**src/rtl/sudoku_engine_n.sv**
```systemverilog
// Sudoku game engine: streamed puzzle/solution load, cursor-driven play,
// mistake limit and a one-cell-per-cycle completion check.
module sudoku_engine_n #(
    parameter int BOX          = 3,
    parameter int MAX_MISTAKES = 3,
    localparam int N  = BOX * BOX,
    localparam int C  = N * N,
    localparam int VW = $clog2(N + 1),
    localparam int IW = $clog2(N),
    localparam int KW = $clog2(C + 1),
    localparam int MW = (MAX_MISTAKES > 0) ? $clog2(MAX_MISTAKES + 1) : 1
) (
    input  logic          clk,
    input  logic          reset,
    input  logic          start_load,
    input  logic          ld_valid,
    input  logic [VW-1:0] ld_data,
    output logic          ld_ready,
    input  logic          cmd_valid,
    input  logic [2:0]    cmd_op,
    input  logic [VW-1:0] cmd_num,
    input  logic [IW-1:0] rd_x,
    input  logic [IW-1:0] rd_y,
    output logic [VW-1:0] rd_val,
    output logic          rd_fixed,
    output logic          rd_match,
    output logic [IW-1:0] cur_x,
    output logic [IW-1:0] cur_y,
    output logic [VW-1:0] cur_val,
    output logic          engine_ready,
    output logic          game_won,
    output logic          game_lost,
    output logic [MW-1:0] mistakes,
    output logic [KW-1:0] filled
);

    localparam int AW = $clog2(C);
    localparam logic [IW-1:0] LAST  = IW'(N - 1);
    localparam logic [AW-1:0] CLAST = AW'(C - 1);
    localparam logic [VW-1:0] NV    = VW'(N);
    localparam logic [MW-1:0] MSAT  =
        (MAX_MISTAKES > 0) ? MW'(MAX_MISTAKES) : {MW{1'b1}};

    typedef enum logic [2:0] {
        S_IDLE,
        S_LOAD_INIT,
        S_LOAD_SOL,
        S_PLAY,
        S_CHECK,
        S_OVER
    } state_t;

    typedef enum logic [2:0] {
        OP_NOP,
        OP_UP,
        OP_DOWN,
        OP_LEFT,
        OP_RIGHT,
        OP_ENTER,
        OP_CLEAR,
        OP_WRITE
    } op_t;

    state_t state, state_nxt;
    op_t    op;

    logic [VW-1:0] grid [C];
    logic [VW-1:0] sol  [C];
    logic [C-1:0]  fixed;

    logic [AW-1:0] ld_cnt;
    logic [AW-1:0] scan_cnt;
    logic          scan_ok;

    logic          beat;
    logic          ld_last;
    logic [VW-1:0] ld_val;
    logic          cmd_go;
    logic [AW-1:0] cur_idx;
    logic          num_ok;
    logic          wr_ok;
    logic          wr_bad;
    logic          clr_ok;
    logic [MW-1:0] mis_inc;
    logic          lose_now;
    logic          scan_last;
    logic          chk_eq;
    logic          rd_in;
    logic [AW-1:0] rd_idx;

    logic          g_we;
    logic [AW-1:0] g_addr;
    logic [VW-1:0] g_data;
    logic          g_old_nz;
    logic          g_new_nz;

    function automatic logic [AW-1:0] cell_idx(
        input logic [IW-1:0] x,
        input logic [IW-1:0] y
    );
        return AW'(int'(y) * N + int'(x));
    endfunction

    assign op       = op_t'(cmd_op);
    assign ld_ready = (state == S_LOAD_INIT) || (state == S_LOAD_SOL);
    assign beat     = ld_valid && ld_ready && !start_load;
    assign ld_val   = (ld_data > NV) ? '0 : ld_data;
    assign ld_last  = (ld_cnt == CLAST);

    assign cmd_go  = cmd_valid && (state == S_PLAY) && !start_load;
    assign cur_idx = cell_idx(cur_x, cur_y);
    assign num_ok  = (cmd_num != '0) && (cmd_num <= NV);
    assign wr_ok   = cmd_go && (op == OP_WRITE) && num_ok
                     && !fixed[cur_idx];
    assign wr_bad  = wr_ok && (cmd_num != sol[cur_idx])
                     && (cmd_num != grid[cur_idx]);
    assign clr_ok  = cmd_go && (op == OP_CLEAR) && !fixed[cur_idx];
    assign mis_inc = mistakes + MW'(1);
    assign lose_now = (MAX_MISTAKES > 0) && wr_bad && (mis_inc == MSAT);

    assign scan_last = (scan_cnt == CLAST);
    assign chk_eq    = (grid[scan_cnt] == sol[scan_cnt]);

    assign rd_in    = (int'(rd_x) < N) && (int'(rd_y) < N);
    assign rd_idx   = rd_in ? cell_idx(rd_x, rd_y) : '0;
    assign rd_val   = rd_in ? grid[rd_idx] : '0;
    assign rd_fixed = rd_in && fixed[rd_idx];
    assign rd_match = rd_in && (grid[rd_idx] == sol[rd_idx]);

    assign cur_val      = grid[cur_idx];
    assign engine_ready = (state == S_PLAY);

    // Single grid write port shared by the loader and play commands,
    // so the filled count can be kept exact from old/new values.
    always_comb begin
        g_we   = 1'b0;
        g_addr = cur_idx;
        g_data = cmd_num;
        if (beat && (state == S_LOAD_INIT)) begin
            g_we   = 1'b1;
            g_addr = ld_cnt;
            g_data = ld_val;
        end else if (wr_ok) begin
            g_we = 1'b1;
        end else if (clr_ok) begin
            g_we   = 1'b1;
            g_data = '0;
        end
        g_old_nz = (grid[g_addr] != '0);
        g_new_nz = (g_data != '0);
    end

    always_comb begin
        state_nxt = state;
        case (state)
            S_IDLE: ;
            S_LOAD_INIT: begin
                if (beat && ld_last) state_nxt = S_LOAD_SOL;
            end
            S_LOAD_SOL: begin
                if (beat && ld_last) state_nxt = S_PLAY;
            end
            S_PLAY: begin
                if (cmd_go && (op == OP_ENTER)) state_nxt = S_CHECK;
                else if (lose_now)               state_nxt = S_OVER;
            end
            S_CHECK: begin
                if (scan_last)
                    state_nxt = (scan_ok && chk_eq) ? S_OVER : S_PLAY;
            end
            S_OVER: ;
            default: state_nxt = S_IDLE;
        endcase
        if (start_load) state_nxt = S_LOAD_INIT;
    end

    always_ff @(posedge clk) begin
        if (reset) state <= S_IDLE;
        else       state <= state_nxt;
    end

    always_ff @(posedge clk) begin
        if (reset) begin
            for (int i = 0; i < C; i++) begin
                grid[i] <= '0;
                sol[i]  <= '0;
            end
            fixed     <= '0;
            ld_cnt    <= '0;
            scan_cnt  <= '0;
            scan_ok   <= 1'b0;
            cur_x     <= '0;
            cur_y     <= '0;
            mistakes  <= '0;
            filled    <= '0;
            game_won  <= 1'b0;
            game_lost <= 1'b0;
        end else begin
            if (g_we) grid[g_addr] <= g_data;
            if (g_we && g_new_nz && !g_old_nz)
                filled <= filled + KW'(1);
            else if (g_we && !g_new_nz && g_old_nz)
                filled <= filled - KW'(1);

            if (start_load) begin
                ld_cnt    <= '0;
                cur_x     <= '0;
                cur_y     <= '0;
                mistakes  <= '0;
                game_won  <= 1'b0;
                game_lost <= 1'b0;
            end else begin
                case (state)
                    S_LOAD_INIT: begin
                        if (beat) begin
                            fixed[ld_cnt] <= (ld_val != '0);
                            ld_cnt <= ld_last ? '0 : ld_cnt + AW'(1);
                        end
                    end
                    S_LOAD_SOL: begin
                        if (beat) begin
                            sol[ld_cnt] <= ld_val;
                            ld_cnt <= ld_last ? '0 : ld_cnt + AW'(1);
                            if (ld_last) begin
                                cur_x     <= '0;
                                cur_y     <= '0;
                                mistakes  <= '0;
                                game_won  <= 1'b0;
                                game_lost <= 1'b0;
                            end
                        end
                    end
                    S_PLAY: begin
                        if (cmd_go) begin
                            case (op)
                                OP_UP:
                                    cur_y <= (cur_y == '0) ? LAST
                                             : cur_y - IW'(1);
                                OP_DOWN:
                                    cur_y <= (cur_y == LAST) ? '0
                                             : cur_y + IW'(1);
                                OP_LEFT:
                                    cur_x <= (cur_x == '0) ? LAST
                                             : cur_x - IW'(1);
                                OP_RIGHT:
                                    cur_x <= (cur_x == LAST) ? '0
                                             : cur_x + IW'(1);
                                OP_ENTER: begin
                                    scan_cnt <= '0;
                                    scan_ok  <= 1'b1;
                                end
                                OP_WRITE: begin
                                    if (wr_bad && (mistakes != MSAT))
                                        mistakes <= mis_inc;
                                    if (lose_now) game_lost <= 1'b1;
                                end
                                default: ;
                            endcase
                        end
                    end
                    S_CHECK: begin
                        scan_cnt <= scan_cnt + AW'(1);
                        scan_ok  <= scan_ok && chk_eq;
                        // Loss from a failed check stays set until reload.
                        if (scan_last) begin
                            if (scan_ok && chk_eq) game_won  <= 1'b1;
                            else                   game_lost <= 1'b1;
                        end
                    end
                    default: ;
                endcase
            end
        end
    end

endmodule

```
**config.mk**
```make
export PLATFORM = sky130hd
export DESIGN_NAME = sudoku_engine_n
export DESIGN_NICKNAME = d
export VERILOG_FILES = /design/src/rtl/sudoku_engine_n.sv
export SDC_FILE = /design/constraint.sdc
export NUM_CORES = 2
export LEC_CHECK = 0
export ABC_CLOCK_PERIOD_IN_PS = 5600
export BUFFER_PORTS_ARGS = -buffer_cell sky130_fd_sc_hd__buf_2
export CAP_MARGIN = 30
export CORE_MARGIN = 1
export CORE_UTILIZATION = 33
export CTS_CLUSTER_DIAMETER = 40
export DETAILED_ROUTE_END_ITERATION = 6
export SYNTH_ARGS = -nofsm -noshare
export SYNTH_HDL_FRONTEND = slang
export SYNTH_SLANG_ARGS = --single-unit
```
**constraint.sdc**
```tcl
create_clock -name clk -period 5.6 [get_ports clk]
set_input_delay 1.12 -clock clk [delete_from_list [all_inputs] [get_ports clk]]
set_output_delay 1.12 -clock clk [all_outputs]
set_load 0.005 [all_outputs]
```
# --- After elaboration in Yosys (flattened, before gate mapping) ---
# Memory sizes are Yosys's and may differ from the RTL's. A register that Yosys moved wholly into a read port is not among the register bits.
# Index checks and enable logic that the tools add are counted.
op_classes:
  addsub: 11
  multipliers: 2
  magnitude_cmp: 8
  n_eq_ne: 42
  n_mux: 83
  n_bitwise: 2
  reduce_logical: 58
op_table:
  columns: ["cell", "n"]
  rows:
  - ["7-bit two-way mux", 13]
  - ["81-bit bitwise mux", 1]
  - ["4-bit two-way mux", 15]
  - ["4-bit one-hot mux with 2 select lines", 4]
  - ["1-bit two-way mux", 30]
  - ["1-bit logical AND", 26]
  - ["5-bit AND reduction", 5]
  - ["7-bit by 8-bit less-than comparator with 1-bit output, second input constant", 3]
  - ["7-bit by 1-bit adder with 7-bit output, second input constant", 3]
  - ["3-bit == test, second input constant", 6]
  - ["3-bit two-way mux", 6]
  - ["2-bit by 1-bit != test with 1-bit output, second input constant", 8]
  - ["4-bit nonzero test", 4]
  - ["3-bit one-hot mux with 5 select lines", 1]
  - ["7-bit by 4-bit adder with 7-bit output", 2]
  - ["1-bit binary-select mux with 7-bit select", 2]
  - ["7-bit == test, second input constant", 2]
  - ["4-bit by 4-bit multiplier with 7-bit output, second input constant", 2]
  - ["7-bit one-hot mux with 2 select lines", 1]
  - ["3-bit by 2-bit == test with 1-bit output, second input constant", 4]
  - ["2-bit != test, second input constant", 6]
  - ["2-bit two-way mux", 5]
  - ["3-bit by 1-bit != test with 1-bit output, second input constant", 3]
  - ["4-bit by 1-bit adder with 4-bit output, second input constant", 2]
  - ["33 further kinds", 52]
word_totals:
  regBits: 118
  ramBits: 648
  input_bits: 24
  elab_cells: 220
  memories: 2
mem_list:
  columns: ["name", "depth", "width", "read_ports", "rd_ports_with_merged_regs", "write_ports", "line_no", "text"]
  rows:
  - ["grid", 81, 4, 4, 1, 81, "67", "logic [VW-1:0] grid [C];"]
  - ["sol", 81, 4, 3, 1, 81, "68", "logic [VW-1:0] sol [C];"]

# --- Longest topological paths before layout ---
logic_depth:
  depth_word: 15
  mapped_depth: 25
  depth_no_buf: 21

# --- Worst setup path before layout ---
# Ideal clock, no wire load.
synth_path:
  kind: "in2out"
  startpoint: "input rd_x[1]"
  endpoint: "output rd_match"
  arrival_time_ps: 4848
  required_ps: 4480
  setup_slack_ps: -368
  cell_stages: 17
  path_cell_list: "ha_1 ha_1 inv_1 fa_1 clkbuf_1 nor3_2 buf_2 buf_1 clkbuf_1 o21ai_0 o311ai_0 o311ai_0 nand3_1 nand3_1 a311oi_1 xor2_1 nor4_1"
synth_via:
  elab_chain_len: 6
  elab_cells_between_ends: 8
  classes_between: "add/sub (1); order compare (1); eq/ne (1); mux (1); reduce/logical (2); memory (2)"
synth_lines:
  columns: ["element", "line_no", "text"]
  rows:
  - ["start: declaration", "22", "input logic [IW-1:0] rd_x,"]
  - ["parallel branches: the longest is 5 deep, another holds 7-bit by 4-bit adder with 7-bit output", null, null]
  - ["1-bit logical AND *", "128", "assign rd_match = rd_in && (grid[rd_idx] == sol[rd_idx]);"]
  - ["end: declaration", "26", "output logic rd_match,"]
# Every way passes the cells marked *.

# --- Worst setup path in the final report ---
# Same ends and word-level chain as after synthesis.

==> metrics.md <==
| Metric | Value |
|---|---|
| Worst hold path startpoint | game_lost$_SDFFE_PP0P_ |
| First DRT Iteration DRCs | 13.4k |
| Hold Worst Slack | 494 ps |
| Clock sink count | 1149 |
| Min-delay worst type | reg2reg |
| Worst r2r dst | filled[6]$_SDFFE_PP0P_ |
| Commonest non-fill, non-tap cell in the layout | edfxtp_1 |
| CTS tree | built |
| PD cells | 268 mW/mm2 |
| Initial antenna violation count | 61 |
| Clk_lat worst skew | 920 ps |
| # H-tree levels | 4 |
| Detailed placer's ending HPWL | 329000 um |
| Crit-path cells | buf_12 > ha_4 > ha_4 > inv_2 > fa_4 > nor3_4 > buf_6 > buf_12 > buf_12 > buf_4 > nor2_1 > a32o_2 > nor3_2 > buf_4 > nor4_2 > nor4_4 > buf_6 > xor2_1 > nand2_1 > nor4_4 > buf_4 > buf_6 |
| CTS max path bufs | 3 |
| Register area share after synthesis | 0.440 |
| Worst hold path cell count | 2 |
| Worst-margin pin slew | 1070 ps |
| Hold EP | game_lost$_SDFFE_PP0P_ |
| P_leak | 31.9 nW |
| Status | finished, violations left |
| Arrival time worst endpoint | 5460 ps |
| Die Wd | 481 um |
| Family with the most delay on the worst path | buffers and inverters |
| Share of layout cells above drive strength 1 | 0.365 |
| Post-synthesis async set-or-reset flop share | 0 |
| Fillers | 21.1k |
| Final Total Pwr | 0.0263 W |
| Final WL | 442000 um |
| Commonest non-fill, non-tap cells in the layout | edfxtp_1, buf_4, mux4_2 |
| Vias/cell | 6.86 |
| Congestion Overflow GR | 0 |
| Vias in the first global route | 67.3k |
| Post-Syn Area | 0.0756 mm2 |
| Netlist cell types | 109 |
| Largest net degree at the start of global routing | 100 |
| Area Growth Syn to Fin | 30.0% |
| Final setup violation count | 16 |
| Kind of critical path | in2out |
| Setup Skew | 100 ps |
| Crit path buf inv count | 10 |
| Height of the die | 481 um |
| Setup WS post-layout | -976 ps |
| Setup slack, reg-to-reg | -640 ps |
| Wire per inst | 41.7 um |
| Drt pass-1 iters | 7 |
| First-pass GRT wire length | 590000 um |
| Crit. End Element | primary output |
| Vias post-DR | 72.7k |
| Gpl congestion | 1.10 |
| Core Box Area | 0.227 mm2 |
| Reg2reg path depth | 25 |
| Slew Viols, Final | 0 |
| Post-synth EDFFs | 1024 |
| Fin crit period | 6580 ps |
| Total of max-cap violations | 0 |
| Max VDD drop | 0.323 mV |
| Die area | 0.231 mm2 |
| Clk slew on worst S/H paths | 50 ps |
| RSZ-0062 raised after global routing | true |
| #FFs+latches synth | 1149 |
| DR DRC count | 3 |
| Endpoints failing hold | 0 |
| FF-to-FF Start | cur_y[1]$_SDFFE_PP0P_ |
| Worst setup path start | rd_x[1] |
| Stages on worst setup path | 22 |
| Crit path max fanout | 8 |
| Fmax | 152 MHz |
| IO Pins | 55 |
| Nets@finish | 7442 |
| GRT Util Overall | 0.373 |
| Worst setup SP type | primary input |
| Row cnt | 175 |
| CP max-delay cell | fa_4 |
| Initial core utilization | 0.332 |
| Slew margin rel. | 0.289 |
| Synth Instances | 6540 |
| YS warnings | 0 |
| Worst path required time | 4480 ps |
| CTS Buf Count | 185 |
| Port Buffers | 54 |
| Syn Nets | 6604 |
| Clock root buffer | clkbuf_16 |
| ANT nets after route | 0 |
| Crit-path max cell delay | 650 ps |
| Mean post-synth cell area | 11.6 um2 |
| Most used DFF post-synth | edfxtp_1 |
| Failing checks | DRC, setup timing |
| Fin crit share | 1.17 |
[timing repair]
item,CTS,global route
pin swaps,93,67
hold buffers,0,0
setup endpoints to repair,22,20
cloned,6,7
resized for setup,316,126
buffers inserted,78,32
[cell families (layout without fill, tap and decap cells)]
kind of cell | Yosys count | in the layout | share of synthesized area
other | 0 | 40 | 0
AO/OA/AOI/OAI | 1324 | 1324 | 0.128
multiplexers | 944 | 944 | 0.240
adder cells (fa/ha/maj) | 40 | 40 | 0.00692
flip-flops | 1149 | 1149 | 0.440
AND/OR/NAND/NOR | 2281 | 2281 | 0.138
XOR/XNOR | 41 | 41 | 0.00475
buffers and inverters | 761 | 1762 | 0.0428
[stage by stage]
stage	setup TNS, ps	instances	util	area, um2	setup slack [ps]
floorplan	-3.55	6540	-	75700	-3.55
global placement	-16530	10100	0.388	88200	-2810
detailed placement	-15420	10100	0.388	88200	-2080
CTS	-5080	10500	0.427	97100	-1070
global route	-6060	10600	0.432	98300	-978
finish	-5900	10600	0.432	98300	-976
[worst max-delay path by stage]
stage / end
after floorplan: rd_match
after global routing: rd_match
after CTS: rd_match
after global placement: rd_match
final: rd_match
after detailed placement: rd_match
[where the power goes]
| part | internal (W) | switching (W) | total (W) |
|---|---|---|---|
| sequential | 0.00956 | 0.000354 | 0.00992 |
| clock | 0.00713 | 0.00493 | 0.0121 |
| combinational | 0.00172 | 0.00263 | 0.00435 |
[sequential cells by signal, summed over array words and instances (netlist names), named ones only]
| name | cells |
|---|---|
| mistakes | 2 |
| fixed | 81 |
| scan_cnt | 7 |
| cur_x | 4 |
| state | 3 |
| cur_y | 4 |
| grid | 512 |
| sol | 512 |
| filled | 7 |
| ld_cnt | 7 |
| scan_ok | 1 |
| game_won | 1 |
| game_lost | 1 |
[synth_stat cells (all sizes together) (14+ instances only)]
master	count	share of area
mux4	685	0.20
o21ai	143	0.0096
a31oi	61	0.0052
xnor2	23	0.0027
a22oi	31	0.0031
clkbuf	455	0.023
xor2	18	0.0021
o22ai	46	0.0038
o21bai	163	0.016
nor2b	36	0.0030
a41oi	15	0.0017
inv	54	0.0027
nand4	23	0.0020
nand2b	32	0.0026
o211ai	27	0.0027
or2	21	0.0017
a22o	19	0.0022
nor2	681	0.034
dfxtp	125	0.033
mux2i	201	0.027
o2bb2ai	15	0.0017
a221oi	77	0.0089
ha	37	0.0061
nand3	229	0.015
nor4	48	0.0043
a2bb2oi	14	0.0016
a2111oi	51	0.0060
a211oi	131	0.013
a21oi	198	0.013
nand2	549	0.027
o31ai	20	0.0020
a311oi	72	0.0083
o31a	49	0.0057
mux2	58	0.0089
and2	54	0.0045
and3	41	0.0034
a21o	15	0.0015
a221o	16	0.0021
buf	250	0.017
o2111ai	18	0.0021
edfxtp	1024	0.41
nor3	514	0.034
[per-layer routing]
| layer | vias up | wire (um) | track usage |
|---|---|---|---|
| met2 | 6474 | 178000 | 0.515 |
| li1 | 27900 | - | - |
| met4 | 34 | 32000 | 0.221 |
| met1 | 36900 | 167000 | 0.495 |
| met5 | - | 256 | 0 |
| met3 | 1449 | 64000 | 0.138 |
[final cells by class]
type	count	area, um2	area share
well taps	3009	3760	0.0383
clock inverters	157	1940	0.0197
flip-flops and latches	1149	33300	0.338
repair buffers	1356	13300	0.135
diodes	40	100	0.00102
inverters	56	219	0.00223
multi-input cells	4630	41100	0.418
clock buffers	193	4660	0.0474
[worst register-to-register path, stage by stage, from the launching register on]
cell,delay [ps]
dfxtp_2,340
ha_4,240
ha_4,170
fa_4,870
nor2_4,70
buf_4,130
a21boi_2,160
buf_6,150
nor2_1,120
buf_4,260
buf_4,230
a21oi_1,70
a2111oi_2,490
a41oi_4,290
o41ai_4,570
nand4_4,130
buf_6,170
nand2b_4,180
fa_2,390
a21o_1,190
a21oi_2,130
o21bai_1,100
a21oi_2,150
nor3_1,60
mux2i_1,150
mux2_2,350
No activity file was read; power rests on OpenSTA's default activity.
